==> src/rtl/fwd_pkg.sv <==
// Shared forwarding select encodings and the shadow-pipeline slot tag.
package fwd_pkg;

    localparam int unsigned TAG_RD_W = 5;

    localparam logic [1:0] FWD_REG   = 2'd0;
    localparam logic [1:0] FWD_EXMEM = 2'd1;
    localparam logic [1:0] FWD_MEMWB = 2'd2;

    typedef struct packed {
        logic                valid;
        logic [TAG_RD_W-1:0] rd;
        logic                reg_write;
        logic                mem_read;
    } stage_tag_t;

endpackage

==> src/rtl/fwd_match.sv <==
// Compares one source register against the EX and MEM slot tags and returns its select code.
module fwd_match
    import fwd_pkg::*;
#(
    parameter int unsigned REG_ADDR_W = 5,
    parameter int unsigned SEL_W      = 2
) (
    input  logic [REG_ADDR_W-1:0] rs,
    input  logic                  use_rs,
    input  stage_tag_t            ex_tag,
    input  stage_tag_t            mem_tag,
    output logic [SEL_W-1:0]      sel
);

    logic ex_hit;
    logic mem_hit;

    // x0 never forwards; the WB slot is covered by the write-before-read register file.
    assign ex_hit  = ex_tag.valid  && ex_tag.reg_write  && (ex_tag.rd  != '0) && (ex_tag.rd  == rs);
    assign mem_hit = mem_tag.valid && mem_tag.reg_write && (mem_tag.rd != '0) && (mem_tag.rd == rs);

    always_comb begin
        sel = SEL_W'(FWD_REG);
        if (use_rs) begin
            if (ex_hit) begin
                sel = SEL_W'(FWD_EXMEM);
            end else if (mem_hit) begin
                sel = SEL_W'(FWD_MEMWB);
            end
        end
    end

endmodule

==> src/rtl/forwarding_hazard_unit.sv <==
// EX operand forwarding selects and load-use stall control, driven by a shadow pipeline of destination tags.
module forwarding_hazard_unit
    import fwd_pkg::*;
#(
    parameter int unsigned REG_ADDR_W = 5,
    parameter int unsigned SEL_W      = 2
) (
    input  logic                  clk,
    input  logic                  rst,
    input  logic                  id_valid,
    input  logic [REG_ADDR_W-1:0] id_rs1,
    input  logic [REG_ADDR_W-1:0] id_rs2,
    input  logic                  id_use_rs1,
    input  logic                  id_use_rs2,
    input  logic [REG_ADDR_W-1:0] id_rd,
    input  logic                  id_reg_write,
    input  logic                  id_mem_read,
    input  logic                  ex_branch_taken,
    input  logic                  mem_busy,
    output logic [SEL_W-1:0]      fwd_a_sel,
    output logic [SEL_W-1:0]      fwd_b_sel,
    output logic                  stall,
    output logic                  ex_bubble
);

    stage_tag_t ex_q, mem_q, wb_q;
    stage_tag_t id_tag;
    logic [SEL_W-1:0] fwd_a_q, fwd_b_q;
    logic [SEL_W-1:0] fwd_a_d, fwd_b_d;
    logic             id_live;
    logic             load_use;

    assign id_live = id_valid && !ex_branch_taken;

    always_comb begin
        id_tag           = '0;
        id_tag.valid     = id_live;
        id_tag.rd        = TAG_RD_W'(id_rd);
        id_tag.reg_write = id_reg_write;
        id_tag.mem_read  = id_mem_read;
    end

    assign load_use = !rst && id_live && ex_q.valid && ex_q.mem_read && (ex_q.rd != '0) &&
                      ((id_use_rs1 && (TAG_RD_W'(id_rs1) == ex_q.rd)) ||
                       (id_use_rs2 && (TAG_RD_W'(id_rs2) == ex_q.rd)));

    assign stall     = !rst && (mem_busy || load_use);
    assign ex_bubble = !rst && !mem_busy && (load_use || ex_branch_taken);

    fwd_match #(.REG_ADDR_W(REG_ADDR_W), .SEL_W(SEL_W)) u_match_a (
        .rs      (id_rs1),
        .use_rs  (id_use_rs1),
        .ex_tag  (ex_q),
        .mem_tag (mem_q),
        .sel     (fwd_a_d)
    );

    fwd_match #(.REG_ADDR_W(REG_ADDR_W), .SEL_W(SEL_W)) u_match_b (
        .rs      (id_rs2),
        .use_rs  (id_use_rs2),
        .ex_tag  (ex_q),
        .mem_tag (mem_q),
        .sel     (fwd_b_d)
    );

    always_ff @(posedge clk) begin
        if (rst) begin
            ex_q    <= '0;
            mem_q   <= '0;
            wb_q    <= '0;
            fwd_a_q <= '0;
            fwd_b_q <= '0;
        end else if (!mem_busy) begin
            mem_q <= ex_q;
            wb_q  <= mem_q;
            // Load-use and squashed ID instructions both enter EX as a bubble with zero selects.
            if (load_use || !id_live) begin
                ex_q    <= '0;
                fwd_a_q <= '0;
                fwd_b_q <= '0;
            end else begin
                ex_q    <= id_tag;
                fwd_a_q <= fwd_a_d;
                fwd_b_q <= fwd_b_d;
            end
        end
    end

    assign fwd_a_sel = fwd_a_q;
    assign fwd_b_sel = fwd_b_q;

endmodule

==> config.mk <==
export PLATFORM = sky130hd
export DESIGN_NAME = forwarding_hazard_unit
export DESIGN_NICKNAME = d
export VERILOG_FILES = /design/src/rtl/fwd_pkg.sv /design/src/rtl/fwd_match.sv /design/src/rtl/forwarding_hazard_unit.sv
export SDC_FILE = /design/constraint.sdc
export NUM_CORES = 1
export LEC_CHECK = 0
export BUFFER_PORTS_ARGS = -buffer_cell sky130_fd_sc_hd__buf_2
export CORE_MARGIN = 2
export CORE_UTILIZATION = 54
export DETAILED_ROUTE_END_ITERATION = 7
export GPL_TIMING_DRIVEN = 0
export PLACE_DENSITY = 0.89
export SETUP_SLACK_MARGIN = 0.2
export SYNTH_ARGS = -nofsm -noshare
export SYNTH_HDL_FRONTEND = slang
export SYNTH_HIERARCHICAL = 1
export SYNTH_SLANG_ARGS = --single-unit
==> constraint.sdc <==
create_clock -name clk -period 2.2 [get_ports clk]
set_clock_uncertainty 0.1 [all_clocks]
set_input_delay 0 -clock clk [delete_from_list [all_inputs] [get_ports clk]]
set_output_delay 0 -clock clk [all_outputs]
set_load 0.01 [all_outputs]
==> results of run 1 <==
state kept, by name, summed over array words and instances (netlist names):
register	count
ex_q	8
fwd_a_sel	2
fwd_b_sel	2
mem_q	7
layer usage:
metal,GRT usage [%],part of all wire (%),up-vias
li1,-,-,714
met3,3.83,7.3,20
met5,0,0,-
met1,34.4,40,747
met4,10.8,3.3,0
met2,48.2,49,89
per-stage QoR:
step,cells,cell area [sq um],util (%),power [mW]
5_1_grt,250,1860,75.6,0.774
4_1_cts,239,1730,70.6,0.719
6_report,250,1860,75.6,0.742
3_3_place_gp,223,1560,63.4,0.522
2_1_floorplan,165,1380,-,0.473
3_5_place_dp,223,1560,63.4,0.532
timing repair:
| action | CTS | global route |
|---|---|---|
| setup buffers | 4 | 11 |
| pin swaps | 1 | 6 |
| resized for setup | 13 | 12 |
| hold buffers | 8 | 0 |
| gates cloned | 0 | 0 |
| hold endpoints to repair | 7 | 0 |
| endpoints found under the setup margin | 11 | 3 |
power breakdown:
part,internal [mW],switching (mW),total [mW]
Sequential,0.352,0.0199,0.372
Combinational,0.0935,0.0990,0.192
Clock,0.0676,0.110,0.178
layout make-up:
type / instances / share of cell area, %
clock inverter: 1 / 0.270
inverter: 11 / 2.23
timing repair buffer: 51 / 18.2
multi-input combinational: 125 / 51.8
buffer: 10 / 2.76
tap: 30 / 2.02
sequential: 19 / 21.5
clock buffer: 3 / 1.21
worst max-delay path by stage:
stage,to,depth (start not counted)
6_report,ex_bubble,5
3_5_place_dp,fwd_b_sel[1],5
5_1_grt,stall,6
3_3_place_gp,fwd_b_sel[1],5
4_1_cts,stall,6
2_1_floorplan,ex_q[5],5
worst register-to-register path, cell delays in order (launching register included):
cell and delay (ps):
dfxtp_4 380, buf_6 130, buf_6 120, xor2_2 140, nor3_2 170, o2111ai_2 150
and4_1 210, nor3b_2 160, a22oi_1 200, o21ai_1 110
==> results, run 1 <==
- The total count of max-transition violations in the final report is 0.
- For this design the static power due to leakage is 0.748 nW.
- Summed over all layers, the routed wires come to 4.30 mm.
- The class of the tightest hold or removal check is primary input to register.
- The count of buffers inserted at the top-level ports is 28.
- The clock tree from TritonCTS is yes.
- The end of the worst register-to-register path is fwd_a_sel[1].
- Static timing analysis puts the maximum clock frequency at 0.509 GHz.
- The worst hold-check slack is 16.5 ps.
- The number of clock buffers inserted by TritonCTS is 3.
- In this run, the number of DRC markers left after iteration 0 of detailed routing was 74.
- The initial antenna violation count came to 0.
- The floorplan step defined a core boundary enclosing 2450 sq um.
- The highest cell delay on the worst timing path is 540 ps.
- The critical path class is register to primary output.
- The floorplan step set the die width to 54.5 microns.
- The kind of start point of the critical path is a register.
- The number of routed nets with antenna violations is 0.
- The worst flop-to-flop path startpoint is ex_q[2].
- Among all stages on the critical path, the largest delay is contributed by or4_4.
- The first-pass GRT wire length is 6.02 mm.
- The endpoint type of the worst setup path is a primary output.
- Along the worst path, the maximum fanout reaches 6.
- The count of clock tree sinks is 19.
- In the routed layout, each cell is associated on average with a via count of 6.28.
- The Yosys step of the flow raised 6 warnings.
- The number of buffers and inverters on the critical path is 1.
- The number of remaining DRC errors is 0.
- In the final layout, the multi-input gates occupy 961 sq um.
- The mean instance size in the synthesized netlist is 8.36 sq um.
- The number of antenna diodes is 0.
- The total power divided by cell area is 400 nW/um^2.
- The slack of the critical path is 234 ps.
- Setup repair after global routing could not meet its margin everywhere.
- The area growth from synthesis to layout is 34.6%.
- The number of violations of the max-capacitance limit is 0.
- The startpoint identified for the worst hold timing path is id_use_rs2.
- The total overflow left after global routing is 0.
- In the final layout, flip-flops and latches occupy 399 sq um.
- The number of fill cells in the layout is 175.
- The worst path uses 89.4% of the clock period.
- The clock period could shrink to 1970 ps.
- The worst setup slack for register-to-register paths is 240 ps.
- For the worst setup path, the data arrival time is 1870 ps.
- In the final layout, the share of cells above drive strength 1 is 31.8%.
- The number of nets at the end of the flow is 245.
- Leaving out fill and tap cells, the most frequent cells in the layout are 30 x buf_2, 14 x dfxtp_1, 13 x buf_4, 13 x nor2_1.
- The via count is 1570.
- The flow ran to the end, and the final reports show no timing, DRC or antenna violations.
- The placement-stage worst setup slack is 142 ps.
- The starting density of the core is 56.2%.
- The actual transition at the worst max-transition pin is 598 ps.
- VDD sags by at most 0.507 mV.
- The congestion estimate from routability-driven global placement came to 0.850.
- The instance count of the mapped netlist is 165.
- The die covers 2970 sq um.
- In the final timing run, aggregate negative setup slack is 0 ps.
- The number of core rows is 18.
- In this run the cell area of the synthesized design comes to 1380 sq um.
- The worst hold endpoint is fwd_b_sel[0].
- The number of failing hold endpoints at the final stage is 0.
- The clock passes through at most 2 buffers.
- The later pin in the worst-skew pair is clocked with a latency of 290 ps.
- The count of cells along the worst hold path is 5.
- Broken down by cell family, the worst path's largest delay share belongs to simple AND/OR/NAND/NOR gates.
- Summed over all nets, the half-perimeter wirelength after detailed placement is 2.79 mm.
- The top-level I/O count is 30.
- The die is 54.5 microns tall.
- STA puts the critical path data required time at 2100 ps.
- Clock tree synthesis selected as its root buffer the cell clkbuf_4.
- The net count after synthesis is 189.
- Entering global routing, the biggest net connects 12 pins.
- The worst pin sits at a relative slew slack of 60.0%.
- The number of global-route vias before repair is 1332.
- The most common cell after layout, fill and taps aside is buf_2.
- The first-pass iteration count of the detailed router is 7.
- Tracing the worst setup path back leads to its startpoint at ex_q[3].
- Dividing the detail-routed wire length by the instance count gives 17.2 microns.
- The combined global-route utilization of all metal layers is 27.7%.
- The signal on the critical path passes through or4_4 > o2111ai_4 > nor3_2 > a22o_1 > buf_2.
- The H-tree depth is 1.
- Measured in cells, the most critical reg-to-reg path has a length of 9.
- Setup violations remaining at the end of the flow were counted as 0.
- The clock-pin transition on the worst setup and hold timing paths is 110 ps.
(Power assumes the default switching activity.)
==> run 2: changes to the inputs <==
Settings changed: BUFFER_PORTS_ARGS -buffer_cell sky130_fd_sc_hd__buf_2 to default, CORE_UTILIZATION 54 to 55, DONT_BUFFER_PORTS from default to 1, PLACE_DENSITY 0.89 to 0.8.
==> run 2 against run 1 <==
The flow now finishes with violations (negative hold slack). Sequential cell count is the same. Via count is 14% lower. Routed wire length down 9.5%. Non-clock buffer count decreased by 37. Critical path depth decreased by 1. Cell area is 12% lower. Global-route usage is 0.44 points lower. Maximum frequency up 1.4%. Critical path type unchanged. Highest routed layer unchanged.
==> results, run 2 (synthesis results as in run 1) <==
- TritonCTS created 3 clock buffers.
- Of the total power, the clock network draws 24.9%.
- VDD sags by at most 0.393 mV.
- The count of clock tree sinks is 19.
- The number of global-route vias before repair is 1308.
- In this run the critical register-to-register path is launched from ex_q[3].
- The die is 54.1 microns wide.
- The checks that failed: negative hold slack.
- The clock tree from TritonCTS is yes.
- For this block, the initial DRC count from the detailed router was 69.
- In the layout the commonest cells are 14 x dfxtp_1, 13 x nor2_1, 13 x o21ai_0, 13 x dlygate4sd3_1.
- The number of core rows is 18.
- In this run the number of H-tree levels came out at 1.
- In the final routed layout, each cell accounts on average for 18.3 microns.
- The worst hold path begins at id_rs2[2].
- The area of the core region is 2430 sq um.
- Net switching is 28.3% of the power.
- The met1 track demand over resource is 34.0%.
- The worst hold path terminates at fwd_b_sel[0].
- The critical-path maximum fanout is 9.
- The most crowded layer after global routing is met2.
- The initial antenna violation count is 0.
- Global routing consumed, on the met2 layer, 47.8% of the routing resources.
- The longest clock path from root to sink contains 2 buffers.
- Clock tree synthesis selected as its root buffer the cell clkbuf_4.
- The worst hold-check slack is -0.842 ps.
- Relative to the synthesized area, the layout overhead comes to 17.8%.
- The number of standard cells in the final layout excluding fillers is 213.
- STA classifies the critical path startpoint as a register.
- In this run, placement finished with an instance count of 195.
- The register with the most flip-flops in the layout has 8 of them.
- The number of failing hold endpoints at the final stage is 1.
- The largest registers in the layout are ex_q (8), mem_q (7).
- The number of remaining DRC errors is 0.
- The die covers 2920 sq um.
- The analysis attributes to net switching a power of 197 uW.
- For this design the top-level I/O count stands at 30.
- In the final layout, flip-flops and latches occupy 394 sq um.
- The most common cell after layout, fill and taps aside is dfxtp_1.
- The endpoint type of the worst setup path is a primary output.
- Across all setup checks in the final design, the least slack found is 262 ps.
- The total negative slack is 0 ps.
- The first-pass GRT wire length is 5.78 mm.
- In this run the remaining antenna-violating nets after routing total 0.
- The via count is 1354.
- The leakage power of the design is 0.571 nW.
- The placement-stage worst setup slack is 106 ps.
- The later pin in the worst-skew pair is clocked with a latency of 290 ps.
- Setup repair after global routing could not meet its margin everywhere.
- The count of buffers inserted at the top-level ports is 0.
- The worst path required time is 2100 ps.
- The power share of the combinational group is 20.6%.
- The post-route clock period utilization is 88.1%.
- The end of the worst register-to-register path is fwd_a_sel[1].
- The starting density of the core is 56.7%.
- The total power divided by cell area is 427 nW/um^2.
- Dividing the detail-routed via count by the number of cells gives 6.36.
- The setup check on the worst reg-to-reg path leaves a slack of 340 ps.
- The combined global-route utilization of all metal layers is 27.3%.
- The pre-antenna-repair detailed-routing pass consisted of 5 iterations.
- The critical path class is register to primary output.
- Entering global routing, the biggest net connects 11 pins.
- Clock-pin slew was measured on the worst setup and hold paths at 100 ps.
- The actual transition at the worst max-transition pin is 581 ps.
- For this block, the routed nets add up to 3.89 mm of wire.
- The flow ran to the end, but the final reports show violations.
- The estimated wirelength of the detail-placed design is 2.65 mm.
- The number of antenna diodes is 0.
- Sequential cells account for 54.5% of the total power.
- The data arrival time at the worst-slack endpoint is 1840 ps.
- The total count of max-transition violations in the final report came to 0.
- The congestion estimate from routability-driven global placement came to 0.833.
- The maximum operating frequency is 0.516 GHz.
- The count of cells along the worst hold path is 5.
- The met3 capacity usage during global routing is 5.56%.
- The worst slew margin relative to its limit is 61.2%.
- The chip height is 54.1 microns.
- The number of setup violations in the final report is 0.
- Fill cells in the final layout number 191.
- The layout cell share with drive strength beyond 1 is 12.6%.
- For this run, the post-layout net count is 208.
- After layout, the minimum clock period comes to 1940 ps.
- The register ranked first by flip-flop count is ex_q.
- The internal power of the cells totals 497 uW.
- The depth of the worst register-to-register path is 6.
- The multi-input combinational cells in the finished layout cover a total of 938 sq um.
- The final global-route overflow total is 0.
- The class of the tightest hold or removal check is primary input to register.
- Max-cap violations in this run came to 0.
-- run 2: cell types whose count changed in the layout (fill, tap and decap cells not counted), sizes merged --
| cell | previous run | this run |
|---|---|---|
| buf | 46 | 5 |
| clkinv | 1 | 0 |
| dlygate4sd3 | 8 | 13 |
-- run 2: area by class of cell --
cell class,count,area share [%]
Multi-Input combinational cell,125,57.8
Clock buffer,4,1.62
Tap cell,30,2.31
Buffer,10,3.00
Inverter,11,2.54
Timing Repair Buffer,14,8.47
Sequential cell,19,24.3
-- run 2: stage by stage --
step	utilization, %	instance area [sq um]	power, mW	hold slack, ps
after floorplan	-	1380	0.473	57.0
after global placement	58.2	1420	0.491	65.0
after detailed placement	58.2	1420	0.496	74.1
after CTS	65.2	1590	0.685	7.13
after global routing	66.8	1620	0.724	62.4
final	66.8	1620	0.694	-0.842
-- run 2: how the worst max path moves through the flow --
stage	from	to	slack, ps	depth (start not counted)
finish	ex_q[3]	ex_bubble	260	4
global route	ex_q[6]	stall	180	5
CTS	ex_q[2]	ex_bubble	210	4
detailed placement	ex_q[5]	fwd_a_sel[1]	110	5
global placement	ex_q[5]	fwd_b_sel[1]	170	5
floorplan	ex_q[2]	ex_q[5]	530	5
-- run 2: repair_timing --
action,CTS,global route
gates resized for setup,7,7
endpoints found under the hold margin,16,0
setup endpoints to repair,11,2
setup buffers,0,1
pin swaps,0,1
hold buffers,13,0
-- run 2: layer usage --
layer	share of wire [%]	vias to the layer above
li1	-	640
met1	42	651
met2	50	59
met3	7.0	4
met4	0.59	0
met5	0	-
-- run 2: critical path, cell delays in order (launching register included) --
cell	delay, ps
dfxtp_2	410
or4_4	550
o2111ai_4	270
nor3_1	70
a22o_1	240
-- run 2: power groups by stage --
| stage | combinational, mW | sequential [mW] | clock (mW) |
|---|---|---|---|
| global route | 0.155 | 0.380 | 0.189 |
| CTS | 0.133 | 0.379 | 0.173 |
| detailed placement | 0.110 | 0.386 | 0 |
| finish | 0.143 | 0.378 | 0.173 |
| global placement | 0.106 | 0.385 | 0 |
| floorplan | 0.0951 | 0.378 | 0 |
